File: src/rtl/sha_out_pkg.sv
// Shared widths and state encoding for the SHA output serializer and the matching
// serial-to-parallel collector.
package sha_out_pkg;

  localparam int WORD_W    = 32;
  localparam int NUM_WORDS = 8;
  localparam int BLOCK_W   = WORD_W * NUM_WORDS;
  localparam int CNT_W     = (NUM_WORDS > 1) ? $clog2(NUM_WORDS) : 1;

  typedef enum logic {
    IDLE = 1'b0,
    SEND = 1'b1
  } state_t;

  // Position of the word sent at step `count`: the highest word goes out first.
  function automatic logic [CNT_W-1:0] word_index(input logic [CNT_W-1:0] count);
    return CNT_W'(NUM_WORDS - 1) - count;
  endfunction

endpackage

File: src/rtl/pts_word_cnt.sv
// Word counter for the serializer: synchronous clear, enable, and a flag on the
// final word. It holds at the final value instead of wrapping.
module pts_word_cnt #(
  parameter int NUM_WORDS = 8,
  parameter int CNT_W     = 3
) (
  input  logic             clk,
  input  logic             n_rst,
  input  logic             clr,
  input  logic             en,
  output logic [CNT_W-1:0] count,
  output logic             last
);

  logic [CNT_W-1:0] count_reg;
  logic [CNT_W-1:0] count_next;

  assign last  = (count_reg == CNT_W'(NUM_WORDS - 1));
  assign count = count_reg;

  always_comb begin
    count_next = count_reg;
    if (clr) begin
      count_next = '0;
    end else if (en && !last) begin
      count_next = count_reg + CNT_W'(1);
    end
  end

  always_ff @(posedge clk) begin
    if (!n_rst) begin
      count_reg <= '0;
    end else begin
      count_reg <= count_next;
    end
  end

endmodule

File: src/rtl/pts_sr_8.sv
// Parallel-to-serial block sender: captures NUM_WORDS words on load and streams
// them highest word first under a valid/ready handshake, then pulses done.
module pts_sr_8 #(
  parameter int NUM_WORDS = sha_out_pkg::NUM_WORDS,
  parameter int WORD_W    = sha_out_pkg::WORD_W
) (
  input  logic                        clk,
  input  logic                        n_rst,
  input  logic                        load,
  input  logic [NUM_WORDS*WORD_W-1:0] parallel_in,
  input  logic                        out_ready,
  output logic [WORD_W-1:0]           serial_out,
  output logic                        out_valid,
  output logic                        busy,
  output logic                        done
);

  import sha_out_pkg::state_t;
  import sha_out_pkg::IDLE;
  import sha_out_pkg::SEND;

  localparam int BLK_W   = NUM_WORDS * WORD_W;
  localparam int CNT_W   = (NUM_WORDS > 1) ? $clog2(NUM_WORDS) : 1;
  localparam logic [CNT_W-1:0] LAST_IDX = CNT_W'(NUM_WORDS - 1);

  state_t           state_reg;
  state_t           state_next;
  logic [BLK_W-1:0] data_reg;
  logic [BLK_W-1:0] data_next;
  logic             done_reg;
  logic             done_next;

  logic             load_accept;
  logic             xfer;
  logic             finish;
  logic [CNT_W-1:0] count;
  logic             cnt_last;
  logic [CNT_W-1:0] word_sel;

  logic [WORD_W-1:0] words [NUM_WORDS];

  genvar gi;
  generate
    for (gi = 0; gi < NUM_WORDS; gi++) begin : g_words
      assign words[gi] = data_reg[gi*WORD_W +: WORD_W];
    end
  endgenerate

  assign load_accept = (state_reg == IDLE) && load;
  assign xfer        = (state_reg == SEND) && out_ready;
  assign finish      = xfer && cnt_last;
  assign word_sel    = LAST_IDX - count;

  // Counter is cleared both on capture and on completion so IDLE always sits at zero.
  pts_word_cnt #(
    .NUM_WORDS (NUM_WORDS),
    .CNT_W     (CNT_W)
  ) u_word_cnt (
    .clk   (clk),
    .n_rst (n_rst),
    .clr   (load_accept || finish),
    .en    (xfer),
    .count (count),
    .last  (cnt_last)
  );

  always_ff @(posedge clk) begin
    if (!n_rst) begin
      state_reg <= IDLE;
      data_reg  <= '0;
      done_reg  <= 1'b0;
    end else begin
      state_reg <= state_next;
      data_reg  <= data_next;
      done_reg  <= done_next;
    end
  end

  always_comb begin
    state_next = state_reg;
    data_next  = data_reg;
    done_next  = 1'b0;
    case (state_reg)
      IDLE: begin
        if (load) begin
          state_next = SEND;
          data_next  = parallel_in;
        end
      end
      SEND: begin
        if (finish) begin
          state_next = IDLE;
          done_next  = 1'b1;
        end
      end
      default: state_next = IDLE;
    endcase
  end

  always_comb begin
    out_valid  = 1'b0;
    busy       = 1'b0;
    serial_out = '0;
    if (state_reg == SEND) begin
      out_valid  = 1'b1;
      busy       = 1'b1;
      serial_out = words[word_sel];
    end
  end

  assign done = done_reg;

endmodule
File: config.mk
export PLATFORM = sky130hd
export DESIGN_NAME = pts_sr_8
export DESIGN_NICKNAME = d
export VERILOG_FILES = /design/src/rtl/sha_out_pkg.sv /design/src/rtl/pts_word_cnt.sv /design/src/rtl/pts_sr_8.sv
export SDC_FILE = /design/constraint.sdc
export NUM_CORES = 1
export LEC_CHECK = 0
export ABC_CLOCK_PERIOD_IN_PS = 3100
export BUFFER_PORTS_ARGS = -buffer_cell sky130_fd_sc_hd__buf_2
export CELL_PAD_IN_SITES_DETAIL_PLACEMENT = 1
export CELL_PAD_IN_SITES_GLOBAL_PLACEMENT = 2
export CORE_ASPECT_RATIO = 0.9
export CORE_UTILIZATION = 33
export DETAILED_ROUTE_END_ITERATION = 8
export GPL_ROUTABILITY_DRIVEN = 0
export PLACE_DENSITY_LB_ADDON = 0.25
export SYNTH_ARGS = -nofsm -noshare
export SYNTH_HDL_FRONTEND = slang
export SYNTH_SLANG_ARGS = --single-unit
File: constraint.sdc
create_clock -name clk -period 3.1 [get_ports clk]
set_clock_uncertainty 0.05 [all_clocks]
set_input_delay 0.465 -clock clk [delete_from_list [all_inputs] [get_ports clk]]
set_output_delay 0.465 -clock clk [all_outputs]
set_load 0.02 [all_outputs]
# Word level (Yosys, flattened, before mapping)
# Index checks and enable logic that the tools add are counted.
# classes
addsub,2
order_cmp,1
n_eq_ne,1
mux,9
bitwise,3
n_reduce_logical,9
# ops
op,n
$bmux W32 S3,1
$mux W32,3
$ge A4 B4 Y1 const B,1
$logic_and A1 B1 Y1,4
$mux W1,4
$not A3 Y4,1
$reduce_and A2 Y1,2
$add A3 B1 Y3 const B,1
$eq A3 B3 Y1 const B,1
$sub A3 B3 Y3 const A,1
$not A1 Y1,2
$pmux W1 S2,1
$reduce_or A2 Y1,1
$logic_not A1 Y1,1
$logic_or A1 B1 Y1,1
# totals
ff_bits,261
inputBits,260
output_inout_bits,35
elab_cells,29

# Logic depth before layout (Yosys ltp)
# logic_depth
word_depth,6
ltp_mapped,7
mapped_depth_nobuf,5

# By module
# A second synthesis with hierarchy kept.
# unflattened
cells_unflattened,1354
area_unflattened_um2,12067.8
# by_module_without_submodules
module,instances,cells_per_inst,area_per_inst_um2,seq_area_each_um2
pts_sr_8,1,1341,11922.7,5165.0
pts_word_cnt,1,13,145.1,60.1

# Worst setup path after synthesis
# No wires, ideal clock.
# synth_timing
path_type,register -> output
start,"reg u_word_cnt.count_reg[0], in the netlist u_word_cnt.count[0]"
end,out serial_out[11]
arrival_time_ps,1424
t_required_ps,2585
setup_slack_ps,1161
path_stages_with_launch,5
path_buffers,2
path_cell_list,dfxtp_1 buf_4 clkbuf_1 mux4_2 o211a_1
# synth_via
elab_chain_cells,6
# synth_rtl
item,line,rtl
from (decl),pts_word_cnt.sv:15,logic [CNT_W-1:0] count_reg;
from (signal assigned),pts_word_cnt.sv:34,count_reg <= count_next;
$sub A3 B3 Y3,pts_sr_8.sv:52,assign word_sel = LAST_IDX - count;
$not A3 Y4 (not written as such),pts_sr_8.sv:107,serial_out = words[word_sel];
$bmux W32 S3,pts_sr_8.sv:107,
$mux W32 (not written as such) (2 in a row),pts_sr_8.sv:107,
$mux W32,pts_sr_8.sv:104,if (state_reg == SEND) begin
to (decl),pts_sr_8.sv:12,"output logic [WORD_W-1:0] serial_out,"
# Every way passes these cells. The select of a mux whose other input is x is not followed.

# Worst setup path after layout
# layout_timing
start,"reg u_word_cnt.count_reg[0], in the netlist u_word_cnt.count[0]"
end,out serial_out[0]
# The elaborated chain is that of the path after synthesis.

==> key figures <==
Timing
  • Final Hold Fails: 0
  • Setup slack after layout: 113 ps
  • Minimum clock period: 2990 ps
  • Ratio of final minimum period to clock period: 0.964
  • Final slew viol count: 0
  • Fmax: 0.335 GHz
  • Hold Slack: 91.9 ps
  • Measured slew at the worst slew-check pin: 646 ps
  • RSZ-0062 raised after global routing: false
  • Max-slew headroom: 0.570
  • Finish-stage setup viols: 0
  • Final setup TNS: 0 ps

Clock tree
  • Clock root buffer: clkbuf_16
  • CTS max path bufs: 3
  • Clk slew on worst S/H paths: 60 ps
  • CTS tree: done
  • Skew-Pair Late Insertion Delay: 550 ps
  • H-Tree Depth: 1
  • Total CTS buffers: 30
  • # clock sinks: 261

Hold path
  • Min-Delay Path Class: input port to register

Layout
  • Layout cells sized above 1: 0.264
  • Most frequent cells in the layout: nand2_1, buf_2, dfxtp_1
  • Flip-flop count of the largest register after layout: 256
  • Fin nets: 1,828
  • Area grow syn2layout: 25.7%
  • Non-Filler Instances: 2,015
  • Commonest non-fill, non-tap cell in the layout: nand2_1

Floorplan
  • Area of the core: 0.0331 sq mm
  • Die W: 196 um
  • Row Count: 63
  • Initial Util: 0.337
  • Die Y: 176 um
  • Die footprint: 0.0345 sq mm
  • Number of top-level pins: 295

Synthesis
  • Post-synthesis adder-cell area fraction: 0.00225
  • Yosys cell types: 22
  • Area share of the largest cell type after synthesis: 0.469
  • Synth Area per Inst: 8.41 sq um
  • Cell area after synthesis: 0.0111 sq mm
  • Seq/Total Area, Yosys: 0.469
  • Post-synthesis mux area share: 0.125
  • Area leader, netlist: dfxtp_1
  • Yosys warns: 0
  • Post-synthesis compound-gate area fraction: 0.166
  • Main combinational cell family by area after synthesis: simple AND/OR/NAND/NOR gates
  • FFs w/ async S/R, synth: 0
  • Top FF cell, synth: dfxtp_1
  • #FFs+latches synth: 261
  • Synth Area in XOR/XNOR: 0.000786
  • Largest cells by area after synthesis: dfxtp_1, nand2_1, a21oi_1
  • Post-Synth Simple-Gate Area: 0.178
  • Synth Instances: 1,325
  • Syn_nets: 1,587
  • Post-synth EDFFs: 0

Power
  • Psw: 2.06 mW
  • Peak VDD IR: 0.000447 V
  • Pwr Total: 8.26 mW
  • Clock power share: 0.455
  • Comb power frac: 0.103
  • Seq pwr share: 0.442
  • Internal power: 6.20 mW
  • Pwr/cell area: 590 mW/mm^2
  • Pleak: 5.96 nW
  • Switching fraction of total power: 0.250

Job
  • MaxCap Viol Count: 0

Setup path
  • Crit Path Category: register to output port
  • Worst Path Max Fanout: 24
  • Crit path launch type: register
  • Delay-heaviest family, CP: buffers and inverters
  • WP buf/inv: 2
  • Max stage delay on crit path: 560 ps
  • CP Data Arrival Time: 2470 ps
  • Crit-path slowest cell: mux4_2
  • Worst Path Required: 2580 ps
  • Worst Setup End Kind: output port
  • Ordered list of cells on the worst path: buf_4 -> mux4_2 -> o211a_1 -> buf_2

Global routing
  • Number of global-route vias before repair: 10,100
  • Total Routing Usage GR: 0.215
  • Grt ovf: 0
  • Largest net degree at the start of global routing: 103
  • Initial antenna violation count: 6
  • First-pass GRT wire length: 58.2 mm

Detailed routing
  • Residual DRC: 0
  • DR vias: 10,100
  • Drt pass-1 iters: 5
  • Vias per inst: 4.99
  • Initial drt markers: 580
  • Detail Route Antenna Nets: 0
  • Final wirelength: 37.7 mm
  • Routed WL per cell: 18.7 um

Status
  • Outcome: completed

Placement
  • PortBufs: 294
  • Placed cells: 1,946
  • Post-DP HPWL: 26.6 mm
  • Worst slack, placed: 591 ps
[power groups by stage]
stage / clock, mW / combinational, mW / sequential (mW)
detailed placement: 0 / 0.854 / 3.72
finish: 3.76 / 0.848 / 3.65
global placement: 0 / 0.839 / 3.72
CTS: 3.85 / 0.859 / 3.65
floorplan: 0 / 0.515 / 3.68
global route: 4.00 / 0.941 / 3.67
[path summary, 6_finish.rpt]
check                                                       from                         end  slack (ps)  cells after the start
worst min-delay path                            parallel_in[218]  data_reg[218]$_SDFFE_PN0P_          90                      3
worst max register to register              state_reg$_SDFF_PN0_  data_reg[235]$_SDFFE_PN0P_         890                      5
worst max-delay path            u_word_cnt.count[0]$_SDFFE_PP0P_               serial_out[0]         110                      4
worst min register to register        data_reg[195]$_SDFFE_PN0P_  data_reg[195]$_SDFFE_PN0P_         400                      2
[logic make-up after synthesis]
logic type | count (synthesis)
AND/OR/NAND/NOR | 523
AO/OA/AOI/OAI | 321
flip-flops | 261
buffers and inverters | 119
multiplexers | 98
adder cells (fa/ha/maj) | 2
XOR/XNOR | 1
[stage by stage]
stage | util | instance area, sq um
floorplan | - | 11100
global placement | 0.387 | 12800
detailed placement | 0.387 | 12800
CTS | 0.420 | 13900
global route | 0.423 | 14000
finish | 0.423 | 14000
[Yosys cell counts (2+ instances only)]
library cell,count
a21oi_1,256
a22oi_1,32
buf_2,40
buf_4,28
buf_6,7
clkbuf_1,42
dfxtp_1,261
ha_1,2
mux2i_1,66
mux4_1,2
mux4_2,30
nand2_1,512
nand3_1,2
nor2_1,4
nor2b_1,2
o211a_1,33
[cell type report]
cell class              instances  area (sq um)
repair buffers                327          1880
clock inverters                14           158
flip-flops and latches        261          5230
multi-input cells             945          5280
diodes                          3          7.51
well taps                     422           528
fillers                      4003         19100
clock buffers                  42           917
inverters                       1          11.3
[timing repair]
item                       in CTS  in global routing
gates cloned                    1                  0
setup buffers                   0                  9
hold buffers                    0                  0
setup endpoints to repair       1                  8
pin swaps                       0                  0
resized for setup               1                  1
[per-layer routing]
metal  part of all wire  up-vias  GRT usage
met3              0.044       53     0.0332
met5            0.00072        -          0
met4              0.020        4     0.0514
li1                   -     4948          -
met1               0.51     4836      0.325
met2               0.43      213      0.319
[worst register-to-register path: stages (launching register included)]
cell and delay (ps):
dfxtp_1 370, buf_4 380, nand2b_4 560, buf_12 420
nand2_1 170, a21oi_1 190
(Power assumes the default switching activity.)
